File: config.mk
export PLATFORM = sky130hd
export DESIGN_NAME = ip_sequencer_stack
export DESIGN_NICKNAME = d
export VERILOG_FILES = /design/src/rtl/ip_sequencer_stack.sv
export SDC_FILE = /design/constraint.sdc
export NUM_CORES = 1
export LEC_CHECK = 0
export ABC_CLOCK_PERIOD_IN_PS = 3950
export BUFFER_PORTS_ARGS = -buffer_cell sky130_fd_sc_hd__buf_2
export CORE_MARGIN = 3
export CORE_UTILIZATION = 30
export DETAILED_ROUTE_END_ITERATION = 8
export PLACE_DENSITY = 0.58
export SLEW_MARGIN = 20
export SYNTH_ARGS = -nofsm -noshare
export SYNTH_HDL_FRONTEND = slang
export SYNTH_SLANG_ARGS = --single-unit
File: constraint.sdc
create_clock -name Clock -period 3.95 [get_ports Clock]
set_input_delay 0.1975 -clock Clock [delete_from_list [all_inputs] [get_ports Clock]]
set_output_delay 0.1975 -clock Clock [all_outputs]
set_load 0.02 [all_outputs]
File: src/rtl/ip_sequencer_stack.sv
// ip_sequencer_stack: instruction-pointer sequencer with a nested CALL/RET
// hardware return stack, stall input and sticky overflow/underflow flags.
// Optional build macro IPSEQ_TRAP_EN: when defined, stack errors redirect
// the IP to TRAP_VECTOR and pulse oTrap for one cycle.
module ip_sequencer_stack #(
  parameter int unsigned       ADDR_W       = 16,
  parameter int unsigned       STACK_DEPTH  = 8,
  parameter logic [ADDR_W-1:0] RESET_VECTOR = '0,
  parameter logic [ADDR_W-1:0] TRAP_VECTOR  = 16'hFFF0
) (
  input  logic                                 Clock,
  input  logic                                 Reset,
  input  logic                                 iEnable,
  input  logic                                 iBranch,
  input  logic                                 iCall,
  input  logic                                 iRet,
  input  logic [ADDR_W-1:0]                    iTarget,
  input  logic                                 iClearErr,
  output logic [ADDR_W-1:0]                    oIP,
  output logic [$clog2(STACK_DEPTH+1)-1:0]     oDepth,
  output logic                                 oFull,
  output logic                                 oEmpty,
  output logic                                 oOverflow,
  output logic                                 oUnderflow,
  output logic                                 oTrap
);

  localparam int unsigned DEPTH_W = $clog2(STACK_DEPTH + 1);
  localparam int unsigned PTR_W   = $clog2(STACK_DEPTH);

  logic [ADDR_W-1:0]  ip_q, ip_d;
  logic [DEPTH_W-1:0] depth_q, depth_d;
  logic               ovf_q, ovf_d;
  logic               unf_q, unf_d;
  logic [ADDR_W-1:0]  stack_q [STACK_DEPTH];

  logic               full, empty;
  logic [ADDR_W-1:0]  ip_inc;
  logic [ADDR_W-1:0]  top;
  logic [PTR_W-1:0]   wr_ptr, top_ptr;
  logic               push, ovf_evt, unf_evt;

  assign full    = (depth_q == DEPTH_W'(STACK_DEPTH));
  assign empty   = (depth_q == '0);
  assign ip_inc  = ip_q + ADDR_W'(1);
  assign wr_ptr  = PTR_W'(depth_q);
  assign top_ptr = PTR_W'(depth_q - DEPTH_W'(1));
  assign top     = stack_q[top_ptr];

  // Return outranks call, so a call only acts when no return is present.
  assign push    = iEnable & ~iRet & iCall & ~full;
  assign ovf_evt = iEnable & ~iRet & iCall & full;
  assign unf_evt = iEnable & iRet & empty;

`ifdef IPSEQ_TRAP_EN
  logic trap_q, trap_d;
  logic err_redirect;
  assign err_redirect = 1'b1;
`else
  logic err_redirect;
  logic unused_trap_vector;
  assign err_redirect       = 1'b0;
  assign unused_trap_vector = ^TRAP_VECTOR;
`endif

  // Next-state for IP, depth and sticky flags; priority ret > call > branch > seq.
  always_comb begin
    ip_d    = ip_q;
    depth_d = depth_q;
    ovf_d   = iClearErr ? 1'b0 : ovf_q;
    unf_d   = iClearErr ? 1'b0 : unf_q;
    if (ovf_evt) ovf_d = 1'b1;
    if (unf_evt) unf_d = 1'b1;
    if (iEnable) begin
      if (iRet) begin
        if (!empty) begin
          ip_d    = top;
          depth_d = depth_q - DEPTH_W'(1);
        end else if (err_redirect) begin
          ip_d = TRAP_VECTOR;
        end else begin
          ip_d = ip_inc;
        end
      end else if (iCall) begin
        if (!full) begin
          ip_d    = iTarget;
          depth_d = depth_q + DEPTH_W'(1);
        end else if (err_redirect) begin
          ip_d = TRAP_VECTOR;
        end else begin
          ip_d = iTarget;
        end
      end else if (iBranch) begin
        ip_d = iTarget;
      end else begin
        ip_d = ip_inc;
      end
    end
  end

  // Control state register; async reset empties the stack and restarts the IP.
  always_ff @(posedge Clock or negedge Reset) begin
    if (!Reset) begin
      ip_q    <= RESET_VECTOR;
      depth_q <= '0;
      ovf_q   <= 1'b0;
      unf_q   <= 1'b0;
    end else begin
      ip_q    <= ip_d;
      depth_q <= depth_d;
      ovf_q   <= ovf_d;
      unf_q   <= unf_d;
    end
  end

  // Return-stack storage: plain registers, written only on a successful push.
  always_ff @(posedge Clock) begin
    if (push) stack_q[wr_ptr] <= ip_inc;
  end

`ifdef IPSEQ_TRAP_EN
  assign trap_d = ovf_evt | unf_evt;

  // Trap pulse: high for the single cycle following an error edge.
  always_ff @(posedge Clock or negedge Reset) begin
    if (!Reset) trap_q <= 1'b0;
    else        trap_q <= trap_d;
  end

  assign oTrap = trap_q;
`else
  assign oTrap = 1'b0;
`endif

  assign oIP        = ip_q;
  assign oDepth     = depth_q;
  assign oFull      = full;
  assign oEmpty     = empty;
  assign oOverflow  = ovf_q;
  assign oUnderflow = unf_q;

endmodule

Word-level counts from Yosys, hierarchy flattened:

Memories as Yosys holds them, arrays and structs flattened.
Cells that the tools add are included.

* memories kept: 1
* input port bits: 23
* bits in writable memories: 128
* output and inout bits: 25
* flip-flop bits (word level): 22
* logic and storage cells: 37

* equality and inequality tests: 3
* bitwise operators: 8
* reductions and logical operators: 5
* add/sub/neg operators: 3
* mux-type cells: 13

Memory list
* stack_q: depth 8, bits a word 16, rd ports 1, clocked after memory_dff 0, wr ports 1, RTL line 35 `logic [ADDR_W-1:0] stack_q [STACK_DEPTH];`

Operators by type and width (count)
* $mux W16: 4
* $add A16 B1 Y16 const B: 1
* $mux W4: 4
* $and A1 B1 Y1: 6
* $reduce_bool A2 Y1: 3
* $mux W1: 5
* $add A4 B1 Y4 const B: 1
* $eq A4 B4 Y1 const B: 1
* $logic_not A4 Y1: 1
* $ne A2 B2 Y1 const B: 2
* $reduce_and A4 Y1: 1
* $sub A4 B1 Y4 const B: 1
* $not A1 Y1: 2

Logic depth before layout (Yosys ltp):

Gate-level depths: netlist (run 1).

* word-level depth: 6
* mapped depth: 12
* gate-level depth less buffers: 7

Worst setup path before layout (run 1):

OpenSTA, ideal clock, no wires.

* path kind: register -> register
* start point: register depth_q[0], in the netlist oDepth[0]
* end point: memory stack_q[0][0] (enable)
* arrival time: 3259 ps
* stages on the path, launching flop included: 11
* data required time: 3541 ps
* setup slack: 282 ps
* setup time: 409 ps
* path through: dfrtp_1 > buf_6 > buf_2 > inv_1 > buf_1 > ha_1 > nand3b_1 > inv_1 > nor2_1 > nand2_1 > nor3_1

* longest elaborated chain between the ends: 5

Ends and longest elaborated chain
* from (decl): RTL line 32 `logic [DEPTH_W-1:0] depth_q, depth_d;`
* from (signal assigned): RTL line 110 `depth_q <= depth_d;`
* $eq A4 B4 Y1: RTL line 43 `assign full = (depth_q == DEPTH_W'(STACK_DEPTH));`
* via oFull: RTL line 21 `output logic oFull,`
* $not A1 Y1: RTL line 51 `assign push = iEnable & ~iRet & iCall & ~full;`
* $and A1 B1 Y1: RTL line 51
* $mux W1: RTL line 118 `if (push) stack_q[wr_ptr] <= ip_inc;`
* $mux W1 (not written as such): RTL line 118
* to (decl): RTL line 35

The timed path passes the listed nets, and every way through them passes these cells.

Worst setup path after layout (run 1):

* start point: register depth_q[0], in the netlist oDepth[0]
* end point: register ip_q[15], in the netlist oIP[15]

* longest elaborated chain between the ends: 4
* elaborated cells on any way between the ends: 5
* classes of those cells: add/sub (1); mux (2); reduce/logical (1); memory (1)

Ends and longest elaborated chain
* $sub A4 B1 Y4
* $mem_v2 Z8 W16
* $mux W16 *: RTL line 76 `if (!empty) begin`
* $mux W16 *: RTL line 75 `if (iRet) begin`
* to (signal assigned): RTL line 109 `ip_q <= ip_d;`
* to (decl): RTL line 31 `logic [ADDR_W-1:0] ip_q, ip_d;`

Mark *: on every way between the ends. The rest lies on a longest branch, timed or not.
A chain may end at the register's enable or synchronous reset.

==> results.yml, run 1 <==
outcome:
  status: "finished clean"
die:
  die_w_um: 152
  rows: 52
  initial_core_util: 0.312
  io_pins: 48
  placeableCoreArea_mm2: 0.0206
  dieArea_mm2: 0.0232
  die_h_um: 152
yosys:
  syn_inst: 397
  netlist-cell-type-count: 53
  netlist_area_mm2: 0.00643
  async_flop_share: 0.147
  syn_area_per_cell_um2: 16.2
  synth-edff-count: 128
  ys.flop_type: "edfxtp_1"
  synth_nets: 423
  ys_ff_latch: 150
  ys_seq_area_frac: 0.683
  yosys_warnings: 0
worst_setup_path:
  cp_max_fo: 15
  reg2reg_depth: 6
  arrival_ns: 3.15
  crit_type: "reg2reg"
  crit_required_ns: 4.25
  startpoint_type: "flop"
  endpoint_kind: "flop"
pwr:
  fin_total_pwr_mw: 6.45
  vdd_drop_max_mv: 0.371
  leakagePower_nw: 2.79
  power_density_mw_per_mm2: 828
timing:
  tns_ns: 0
  tightest_slew_ns: 0.809
  fmax_mhz: 351
  setup_viol: 0
  fin_crit_ns: 2.85
  setup_slack_ns: 1.10
  hold_ws_ns: 0.0216
  rsz0062_at_grt: "no"
  hold_viol: 0
  fin_crit_sh: 0.722
  drv_slew: 0
  skew_ns: 0.0145
  maxSlewHeadroom: 0.461
clocking:
  cts_resized: 0
  cts_tree: "yes"
  cts_buffers: 17
  ctsHoldBuffers: 2
  path_clk_slew_ns: 0.07
  clk_latency_ns: 0.42
  clock_sinks: 150
  htreeDepth: 4
  ctsRootBufferMaster: "clkbuf_16"
  post_cts_buffers: 0
  cts_buffer_depth: 2
routing:
  drtIter0Drc: 261
  wl_per_cell_um: 21.8
  dr.pass1.iters: 7
  drt_wl_total_mm: 16.3
  post-route-drc-count: 0
  vias_per_cell: 5.19
  vias: 3880
  ant_nets: 0
grt:
  grt_pass1_wl_mm: 24.8
  grt_max_degree: 30
  grt_pass1_vias: 3954
  antenna_found_initial: 0
  track_usage: 0.142
  grt-ovfl-total: 0
layout:
  multiInputGateArea_mm2: 0.00188
  drive_above_1_share: 0.297
  syn_to_final_growth_pct: 21.0
  seqCellArea_mm2: 0.00440
  n_fill_cell: 1918
  diodes: 0
  final_nets: 491
hold_path:
  hp-class: "in2reg"
  min_path_cells: 3
place:
  pre_cts_slack_ns: 1.12
  hpwl_mm: 10.7
  place_congestion: 0.798
  port_buffers: 46
job:
  cap_violations: 0
-- kinds of logic after synthesis --
family | after synthesis | share of synthesized area
buffers and inverters | 37 | 0.0272
DFF | 150 | 0.683
AOI/OAI and AO/OA | 47 | 0.0549
adders and majority gates | 3 | 0.00584
other | 1 | 0.000583
muxes | 44 | 0.126
and+or+nand+nor | 96 | 0.0764
xor gates and xnor gates | 19 | 0.0259
-- layout by cell type, fill, tap and decap left out, types with 7 or more instances in the layout --
cell type	instances
buf_4	19
xnor2_1	12
clkbuf_16	17
buf_2	46
mux2i_1	9
nand2_1	26
nand3_1	18
inv_1	19
nor2_1	18
dfrtp_1	21
a22oi_1	7
mux4_2	29
bufinv_16	8
edfxtp_1	128
nor3_1	8
-- through the flow --
step | utilization | area [um2] | std cells
global placement | 0.342 | 7060 | 714
detailed placement | 0.342 | 7060 | 714
CTS | 0.378 | 7790 | 748
global route | 0.378 | 7790 | 748
finish | 0.378 | 7790 | 748
floorplan | - | 6430 | 397
-- path summary, 6_finish.rpt --
kind / startpoint / to / slack, ns
max: oDepth[0] / oIP[15] / 1.10
min: iTarget[11] / oIP[11] / 0.02
max reg2reg: oDepth[0] / oIP[15] / 1.10
max in group asynchronous: Reset / oDepth[0] / 3.21
min reg2reg: oUnderflow / oUnderflow / 0.53
min in group asynchronous: Reset / oDepth[1] / 0.31
-- report_power, final --
| group | internal, mW | leakage, nW | total [mW] | switching (mW) |
|---|---|---|---|---|
| logic | 0.904 | 1.01 | 2.18 | 1.28 |
| clock network | 1.31 | 0.342 | 1.94 | 0.628 |
| registers | 2.11 | 1.43 | 2.32 | 0.214 |
| total | 4.33 | 2.79 | 6.45 | 2.12 |
-- critical path: stages, from the launching register on --
cell and delay, ns:
dfrtp_2 0.40, inv_1 0.35, ha_1 0.76, buf_4 0.37, mux4_2 0.33, o2111a_1 0.25
a311o_1 0.26
-- synth_stat cells, types with 8 or more instances --
cell type	n	area (um2)
buf_2	8	40.0
dfrtp_1	22	551
edfxtp_1	128	3840
inv_1	19	71.3
mux2i_1	9	90.1
mux4_2	29	653
nand2_1	26	97.6
nand3_1	18	90.1
nor2_1	18	67.6
nor3_1	10	50.1
xnor2_1	12	105
-- sequential cells by signal, summed over array words and instances, names as in the netlist --
register,cells
stack_q,128
oIP,16
oDepth,4
oOverflow,1
oUnderflow,1
-- area by class of cell --
type | count | share of cell area
clock buffers | 19 | 0.0556
clock inverters | 13 | 0.0354
inverters | 19 | 0.00916
multi-input cells | 210 | 0.242
flip-flops and latches | 150 | 0.565
well taps | 270 | 0.0434
repair buffers | 67 | 0.0505
-- per-layer routing --
metal	global-route usage	wire length (um)	vias to the layer above
met5	0	0	-
met4	0.0496	428	0
met3	0.0364	1140	32
met2	0.219	7580	167
met1	0.198	7160	1980
li1	-	-	1701
No activity file was read; power rests on OpenSTA's default activity.
==> run 2: changes to the inputs <==
--- a/config.mk
+++ b/config.mk
@@ -5,12 +5,12 @@
 export SDC_FILE = /design/constraint.sdc
 export NUM_CORES = 1
 export LEC_CHECK = 0
-export ABC_CLOCK_PERIOD_IN_PS = 3950
+export ABC_CLOCK_PERIOD_IN_PS = 2600
 export BUFFER_PORTS_ARGS = -buffer_cell sky130_fd_sc_hd__buf_2
 export CORE_MARGIN = 3
 export CORE_UTILIZATION = 30
 export DETAILED_ROUTE_END_ITERATION = 8
-export PLACE_DENSITY = 0.58
+export PLACE_DENSITY = 0.59
 export SLEW_MARGIN = 20
 export SYNTH_ARGS = -nofsm -noshare
 export SYNTH_HDL_FRONTEND = slang
==> constraint.sdc (replaced) <==
create_clock -name Clock -period 2.6 [get_ports Clock]
set_input_delay 0.13 -clock Clock [delete_from_list [all_inputs] [get_ports Clock]]
set_output_delay 0.13 -clock Clock [all_outputs]
set_load 0.02 [all_outputs]
==> run 2 against run 1 <==
Compared with the run above:
- maximum frequency is 24% higher
- first-iteration DRC count is 7.7% higher
- clock power is 35% higher
- sequential power is 50% higher
- design area is 1.3% higher
- worst setup slack worse by 0.80 ns
- critical path type unchanged
==> results.yml, run 2 (synthesized netlist as in run 1, its figures left out) <==
clocking:
  htreeDepth: 4
  ctsHoldBuffers: 11
  post_cts_buffers: 0
  path_clk_slew_ns: 0.06
  cts_tree: "yes"
  cts_buffer_depth: 2
  clk_latency_ns: 0.42
  ctsRootBufferMaster: "clkbuf_16"
  cts_resized: 0
  cts_buffers: 17
  clock_sinks: 150
timing:
  hold_ws_ns: 0.0381
  tightest_slew_ns: 0.867
  setup_viol: 0
  rsz0062_at_grt: "no"
  fin_crit_ns: 2.30
  drv_slew: 0
  hold_viol: 0
  skew_ns: 0.0137
  fmax_mhz: 434
  maxSlewHeadroom: 0.418
  setup_slack_ns: 0.298
  fin_crit_sh: 0.885
  tns_ns: 0
layout:
  final_nets: 503
  largest_register: "stack_q"
  layout_commonest_cell: "edfxtp_1"
  stdcell_area_mm2: 0.00789
  drive_above_1_share: 0.320
  diodes: 0
  layout_common_cells: "edfxtp_1 (128), buf_2 (46), mux4_2 (29)"
  syn_to_final_growth_pct: 22.6
  largest_reg_flops: 128
worst_setup_path:
  reg2reg_depth: 5
  r2r_end: "oIP[7]"
  cpMaxStageDelayCell: "mux4_2"
  arrival_ns: 2.60
  cp_max_fo: 29
  cp_top_family: "multiplexers"
  crit_buf_inv: 1
  r2r_start: "oDepth[0]"
  startpoint_type: "flop"
  regToRegSetupSlack_ns: 0.30
  max_stage_delay_ns: 0.59
  endpoint_kind: "flop"
  crit_required_ns: 2.90
  cp_cell_sequence: "buf_4 > mux4_2 > mux2_2 > a221o_1 > a21o_1"
  crit_type: "reg2reg"
routing:
  drtIter0Drc: 281
  drt_wl_total_mm: 16.0
  dr.pass1.iters: 5
  wl_per_cell_um: 21.0
  vias_per_cell: 5.15
  post-route-drc-count: 0
  ant_nets: 0
  vias: 3916
grt:
  grt_pass1_vias: 4016
  grt_max_degree: 30
  track_usage: 0.139
  antenna_found_initial: 0
  grt_pass1_wl_mm: 24.5
  grt-ovfl-total: 0
hold_path:
  hp-class: "in2reg"
  min_path_cells: 3
  min_to: "oIP[3]"
  hp-start: "iTarget[3]"
place:
  place_congestion: 0.818
  postPlaceCellArea_mm2: 0.00714
  hpwl_mm: 10.5
  pre_cts_slack_ns: 0.234
  port_buffers: 46
pwr:
  vdd_drop_max_mv: 0.515
  power_density_mw_per_mm2: 1220
  fin_total_pwr_mw: 9.60
  leakagePower_nw: 2.80
die:
  initial_core_util: 0.312
  die_w_um: 152
  rows: 52
  die_h_um: 152
  dieArea_mm2: 0.0232
  io_pins: 48
  placeableCoreArea_mm2: 0.0206
job:
  cap_violations: 0
outcome:
  status: "finished clean"
==> run 2: through the flow <==
step,cells,util
finish,760,0.382
global route,760,0.382
CTS,760,0.382
detailed placement,717,0.346
global placement,717,0.346
floorplan,397,-
==> run 2: area by class of cell <==
cell class,instances,area [um2]
clock inverters,10,179
inverters,19,71.3
fillers,1882,12700
well taps,270,338
repair buffers,79,505
clock buffers,22,454
multi-input cells,210,1950
flip-flops and latches,150,4400
==> run 2: worst register-to-register path, delay by kind of cell, from the launching register on <==
family	cells	cell delay, ns
buf+inv	1	0.49
mux	2	0.87
compound gates	2	0.47
flops	1	0.36
==> run 2: where the power goes <==
| part | leakage, nW | switching, mW | internal, mW |
|---|---|---|---|
| Clock | 0.312 | 0.897 | 1.72 |
| Sequential | 1.43 | 0.289 | 3.21 |
| Combinational | 1.06 | 2.02 | 1.47 |
==> run 2: per-layer routing <==
metal	global-route usage	wire length (um)	up-vias
met5	0	0	-
met3	0.0389	1030	14
li1	-	-	1722
met1	0.195	7270	2039
met2	0.212	7460	141
met4	0.0458	205	0
==> run 2: how the worst max path moves through the flow <==
stage / from / end / slack (ns) / cells after the start
2_1_floorplan: oDepth[0] / stack_q[1][0] / -0.03 / 10
3_3_place_gp: oDepth[0] / oIP[7] / 0.31 / 5
3_5_place_dp: oDepth[0] / oDepth[0] / 0.23 / 7
4_1_cts: oDepth[0] / oDepth[0] / 0.22 / 7
5_1_grt: oDepth[0] / oIP[9] / 0.17 / 6
6_report: oDepth[0] / oIP[7] / 0.30 / 5
